**src/rtl/mwc_table.sv**
```systemverilog
// ---------------------------------------------------------------------------
// mwc_table
// Expected-store table: DEPTH entries of {address, data}.
//   clk          : rising-edge clock
//   we           : write enable for entry widx
//   widx/waddr/wdata : write port
//   ridx         : combinational read index
//   raddr/rdata  : entry at ridx
// ---------------------------------------------------------------------------
module mwc_table #(
    parameter  int DEPTH  = 8,
    parameter  int ADDR_W = 32,
    parameter  int DATA_W = 32,
    localparam int IDX_W  = $clog2(DEPTH)
) (
    input  logic              clk,
    input  logic              we,
    input  logic [IDX_W-1:0]  widx,
    input  logic [ADDR_W-1:0] waddr,
    input  logic [DATA_W-1:0] wdata,
    input  logic [IDX_W-1:0]  ridx,
    output logic [ADDR_W-1:0] raddr,
    output logic [DATA_W-1:0] rdata
);

    logic [ADDR_W-1:0] addr_mem [DEPTH];
    logic [DATA_W-1:0] data_mem [DEPTH];

    // NOTE: storage has no reset; the table survives reset and clear so a
    // check can be re-run without reloading it.
    always_ff @(posedge clk) begin
        if (we) begin
            addr_mem[widx] <= waddr;
            data_mem[widx] <= wdata;
        end
    end

    assign raddr = addr_mem[ridx];
    assign rdata = data_mem[ridx];

endmodule

```
**config.mk**
```make
export PLATFORM = sky130hd
export DESIGN_NAME = mwc_table
export DESIGN_NICKNAME = d
export VERILOG_FILES = /design/src/rtl/mwc_table.sv
export SDC_FILE = /design/constraint.sdc
export NUM_CORES = 1
export LEC_CHECK = 0
export CAP_MARGIN = 25
export CORE_MARGIN = 2
export CORE_UTILIZATION = 25
export DETAILED_ROUTE_END_ITERATION = 7
export GPL_TIMING_DRIVEN = 0
export PLACE_DENSITY_LB_ADDON = 0.08
export SETUP_SLACK_MARGIN = 0.5
export SYNTH_ARGS = -nofsm -noshare
export SYNTH_HDL_FRONTEND = slang
export SYNTH_SLANG_ARGS = --single-unit
export TNS_END_PERCENT = 50
```
**constraint.sdc**
```tcl
create_clock -name clk -period 12.52 [get_ports clk]
set_clock_uncertainty 0.15 [all_clocks]
set_input_delay 2.504 -clock clk [delete_from_list [all_inputs] [get_ports clk]]
set_output_delay 2.504 -clock clk [all_outputs]
set_load 0.01 [all_outputs]
```
==> flow_summary.toml, run 1 <==
[yosys]
synth_most_common_cell = "edfxtp_1"
synth_common_cells = "edfxtp_1, mux4_2, mux2_2"
yosys_warnings = 0
synth.ff_latch_count = 512
yosysUniqueCellTypes = 12
seq_area_frac_synth = 0.798
syn_inst = 752
synth_edf_count = 512
synth_area_um2 = 19300
yosysTopAreaCellShare = 0.798
synthArstFlopShare = 0
ys.flop_type = "edfxtp_1"
ys_top_cells_by_area = "edfxtp_1, mux4_2, mux2_2"
yosys.area.top_type = "edfxtp_1"
synth_nets = 824
avgSynthCellArea_um2 = 25.6

[timing]
drv_slew = 0
period_minus_slack_ps = 7440
fin_ws_ps = 5080
finalHoldViolCount = 0
worst_pin_slew_ps = 987
post-route-period-util = 0.594
slew_headroom = 0.339
setup_viol = 0
rsz0062_at_grt = "false"
setup_tns_ps = 0
max_freq_mhz = 134

[floorplan]
core_area_um2 = 76100
initial_utilization = 0.253
dieArea_um2 = 79300
fp.dieW_um = 282
core.rowCount = 101
die-height_um = 282
ios = 136

[final_layout]
num-fill-cells = 7323
fin_nets = 1055
multi_input_area_um2 = 3720
seq_area_um2 = 15400
syn_to_final_growth_pct = 26.3
postLayoutCoreUtil = 0.320
fin_area_um2 = 24300
drive_above_1_share = 0.319

[detailed_routing]
drc_errors = 0
wl_met3_mm = 2.58
via_per_inst = 4.23
drt_wl_total_mm = 47.7
top_layer = "met5"
drt_iter0_markers = 680
ant_nets = 0
vias = 8704
wl_met1_mm = 22.9
wl_met2_mm = 21.2
wire_per_inst_um = 23.2
drt_first_pass_iters = 6

[power]
netSwitchingFraction = 0.213
cellInternalPower_w = 0.00298
combPwrFrac = 0.072
switchingPower_w = 0.000809
clkPwrFrac = 0.412
max-vdd-ir-drop_uv = 108
p_leak_nw = 7.53
p_seq_frac = 0.516
power_density_nw_per_um2 = 156

[critical_path]
critical_path_arrival_ps = 4780
path_cells = "clkbuf_1 -> buf_2 -> mux4_2 -> mux2_2 -> clkdlybuf4s50_1"
critical_path.max_fanout = 10
worst-setup-path-type = "in -> out"
end_kind = "output pin"
start_kind = "input port"
required_ps = 9870
critPathMaxStageDelay_ps = 640
crit_slowest_cell = "clkbuf_1"

[placed_design]
gp_congestion = 0.640
dp_slack_ps = 5050
port_buffers = 132
place_area_um2 = 22600
dp_hpwl_mm = 30.3

[cts]
cts_tree = "yes"
cts.repair.resized = 0
cts.sinks = 512
root_buffer = "clkbuf_16"
cts_buffer_depth = 3
htreeDepth = 2
numCtsBuffers = 58
post-cts-setup-buffers = 0
ctsHoldBuffers = 0
clk_pin_slew_worst_paths_ps = 60

[status]
outcome = "finished, final reports clean"

[run]
cap_viol_max_count = 0

[grt]
grt_pass1_wl_mm = 68.9
grt_max_degree = 22
overflow = 0
antenna_found_initial = 4
track_usage = 0.122
grt_pass1_vias = 9556

[worst_hold_path]
hold_class = "in -> reg"
-- placed cells by master, fill, tap and decap left out, types with 2 or more instances in the layout --
master / Yosys / final
buf_1: 9 / 9
buf_12: 0 / 13
buf_16: 0 / 7
buf_2: 3 / 3
buf_4: 3 / 3
buf_6: 11 / 25
buf_8: 0 / 5
clkbuf_1: 9 / 21
clkbuf_16: 0 / 61
clkdlybuf4s50_1: 0 / 132
clkinv_1: 0 / 19
clkinv_2: 0 / 8
edfxtp_1: 512 / 512
mux2_2: 64 / 64
mux4_2: 128 / 128
nand2_1: 2 / 2
nand2b_1: 3 / 3
nor2_4: 0 / 6
nor3_2: 0 / 2
-- power by group through the flow --
| stage | combinational (W) | clock (W) | sequential (W) |
|---|---|---|---|
| 6_report | 0.000274 | 0.00156 | 0.00196 |
| 2_1_floorplan | 0.000129 | 0 | 0.00199 |
| 5_1_grt | 0.000297 | 0.00168 | 0.00196 |
| 3_3_place_gp | 0.000269 | 0 | 0.00200 |
| 3_5_place_dp | 0.000284 | 0 | 0.00199 |
| 4_1_cts | 0.000285 | 0.00162 | 0.00196 |
-- path summary, 6_finish.rpt --
check                 slack [ps]  cells after the start              to     start
worst min-delay path        2480                      1  addr_mem[5][7]  waddr[7]
worst max-delay path        5080                      5       rdata[15]   ridx[2]
-- per-layer routing --
metal / up-vias / GRT usage
met1: 4693 / 0.179
met2: 202 / 0.181
met5: - / 0
met4: 8 / 0.0318
li1: 3731 / -
met3: 70 / 0.0289
-- critical path: cells and delay by family --
family	cells	cell delay, ps
buffers and inverters	3	1590
muxes	2	680
-- sequential cells by signal (all words and copies together), names as in the netlist --
| name | flops |
|---|---|
| addr_mem | 256 |
| data_mem | 256 |
-- metrics by stage --
stage / hold slack, ps / instances / power [W]
floorplan: 2450 / 752 / 0.00212
global placement: 3110 / 1914 / 0.00227
detailed placement: 3100 / 1953 / 0.00228
CTS: 2430 / 2055 / 0.00386
global route: 2480 / 2055 / 0.00394
finish: 2480 / 2056 / 0.00379
-- area by class of cell --
| type | count | area share |
|---|---|---|
| Tap cell | 1030 | 0.0529 |
| Timing Repair Buffer | 171 | 0.0825 |
| Buffer | 35 | 0.00941 |
| Antenna cell | 1 | 0.000103 |
| Clock buffer | 73 | 0.0646 |
| Multi-Input combinational cell | 205 | 0.153 |
| Clock inverter | 29 | 0.00617 |
| Sequential cell | 512 | 0.632 |
-- kinds of logic after synthesis --
group	count (synthesis)	synth area share
buffers and inverters	35	0.0119
DFF	512	0.798
and+or+nand+nor	13	0.00305
muxes	192	0.187
Power figures use the tool's default switching activity.
==> run 2: changes to the inputs <==
==> constraint.sdc (replaced) <==
create_clock -name clk -period 7.1 [get_ports clk]
set_clock_uncertainty 0.15 [all_clocks]
set_input_delay 1.42 -clock clk [delete_from_list [all_inputs] [get_ports clk]]
set_output_delay 1.42 -clock clk [all_outputs]
set_load 0.01 [all_outputs]
==> flow_summary.toml, run 2 (synthesized netlist as in run 1, its figures left out) <==
[floorplan]
core.rowCount = 101
fp.dieW_um = 282
ios = 136
initial_utilization = 0.253
die-height_um = 282
dieArea_um2 = 79300
core_area_um2 = 76100

[grt]
grt_pass1_vias = 9336
track_usage = 0.122
grt_max_degree = 22
antenna_found_initial = 4
overflow = 0
grt_pass1_wl_mm = 68.6

[cts]
clk_pin_slew_worst_paths_ps = 60
post-cts-setup-buffers = 0
cts.sinks = 512
cts.repair.resized = 0
cts_buffer_depth = 3
root_buffer = "clkbuf_16"
ctsHoldBuffers = 0
numCtsBuffers = 58
htreeDepth = 2
cts_tree = "yes"

[timing]
worst_pin_slew_ps = 920
period_minus_slack_ps = 5270
post-route-period-util = 0.743
whs_ps = 1410
drv_slew = 0
setup_viol = 0
max_freq_mhz = 190
rsz0062_at_grt = "false"
finalHoldViolCount = 0
setup_tns_ps = 0
slew_headroom = 0.387

[detailed_routing]
vias = 8638
drt_wl_total_mm = 47.8
via_per_inst = 4.20
drt_first_pass_iters = 5
drc_errors = 0
wire_per_inst_um = 23.2
ant_nets = 0
drt_iter0_markers = 611

[final_layout]
layout_commonest_cell = "edfxtp_1"
postLayoutCoreUtil = 0.319
seq_area_um2 = 15400
multi_input_area_um2 = 3720
final_cell_mix = "edfxtp_1, clkdlybuf4s50_1, mux4_2, mux2_2, clkbuf_16"
num-fill-cells = 7388
drive_above_1_share = 0.316
syn_to_final_growth_pct = 26.0
stdcell_count = 2055
largestRegisters = "addr_mem (256), data_mem (256)"
fin_area_um2 = 24300
fin_nets = 1051

[placed_design]
place_inst = 1949
dp_hpwl_mm = 30.5
gp_congestion = 0.638
port_buffers = 132
place_area_um2 = 22600

[critical_path]
worst-setup-path-type = "in -> out"
end_kind = "output pin"
start_kind = "input port"
crit_slowest_cell = "clkbuf_1"
critical_path.max_fanout = 10
critPathMaxStageDelay_ps = 590
required_ps = 5530
path_cells = "clkbuf_1 -> buf_2 -> mux4_2 -> mux2_2 -> clkdlybuf4s50_1"
critical_path_arrival_ps = 3700

[status]
outcome = "finished, final reports clean"

[power]
max-vdd-ir-drop_uv = 168
p_leak_nw = 7.49
power_density_nw_per_um2 = 274

[run]
cap_viol_max_count = 0

[worst_hold_path]
hold_class = "in -> reg"
==> run 2: cell type report <==
type / count / area share
antenna: 2 / 0.000206
buffer: 35 / 0.00943
clock buffer: 80 / 0.0640
clock inverter: 24 / 0.00577
multi-input combinational: 205 / 0.153
sequential: 512 / 0.633
tap: 1030 / 0.0531
timing repair buffer: 167 / 0.0810
==> run 2: where the power goes <==
group	total [W]	internal, W	switching (W)
sequential	0.00345	0.00343	0.0000192
clock	0.00272	0.00155	0.00117
combinational	0.000482	0.000250	0.000232
==> run 2: metal layers <==
layer,GRT usage,vias up,wire length [um]
met3,0.0307,73,2890
li1,-,3722,-
met1,0.180,4628,23000
met4,0.0330,8,894
met2,0.178,207,20900
met5,0,-,52
==> run 2: metrics by stage <==
step / setup WS (ps) / total power (W)
6_report: 1830 / 0.00665
4_1_cts: 1750 / 0.00678
2_1_floorplan: 500 / 0.00374
3_3_place_gp: -6740 / 0.00400
5_1_grt: 1710 / 0.00692
3_5_place_dp: 1760 / 0.00401
==> run 2: path summary, 6_finish.rpt <==
check | cells past startpoint | end | start
setup / recovery | 5 | rdata[16] | ridx[2]
hold / removal | 1 | addr_mem[5][28] | waddr[28]
==> run 2: worst max-delay path, delay by kind of cell <==
family   cells  cell delay, ps
buf+inv      3            1570
mux          2             700
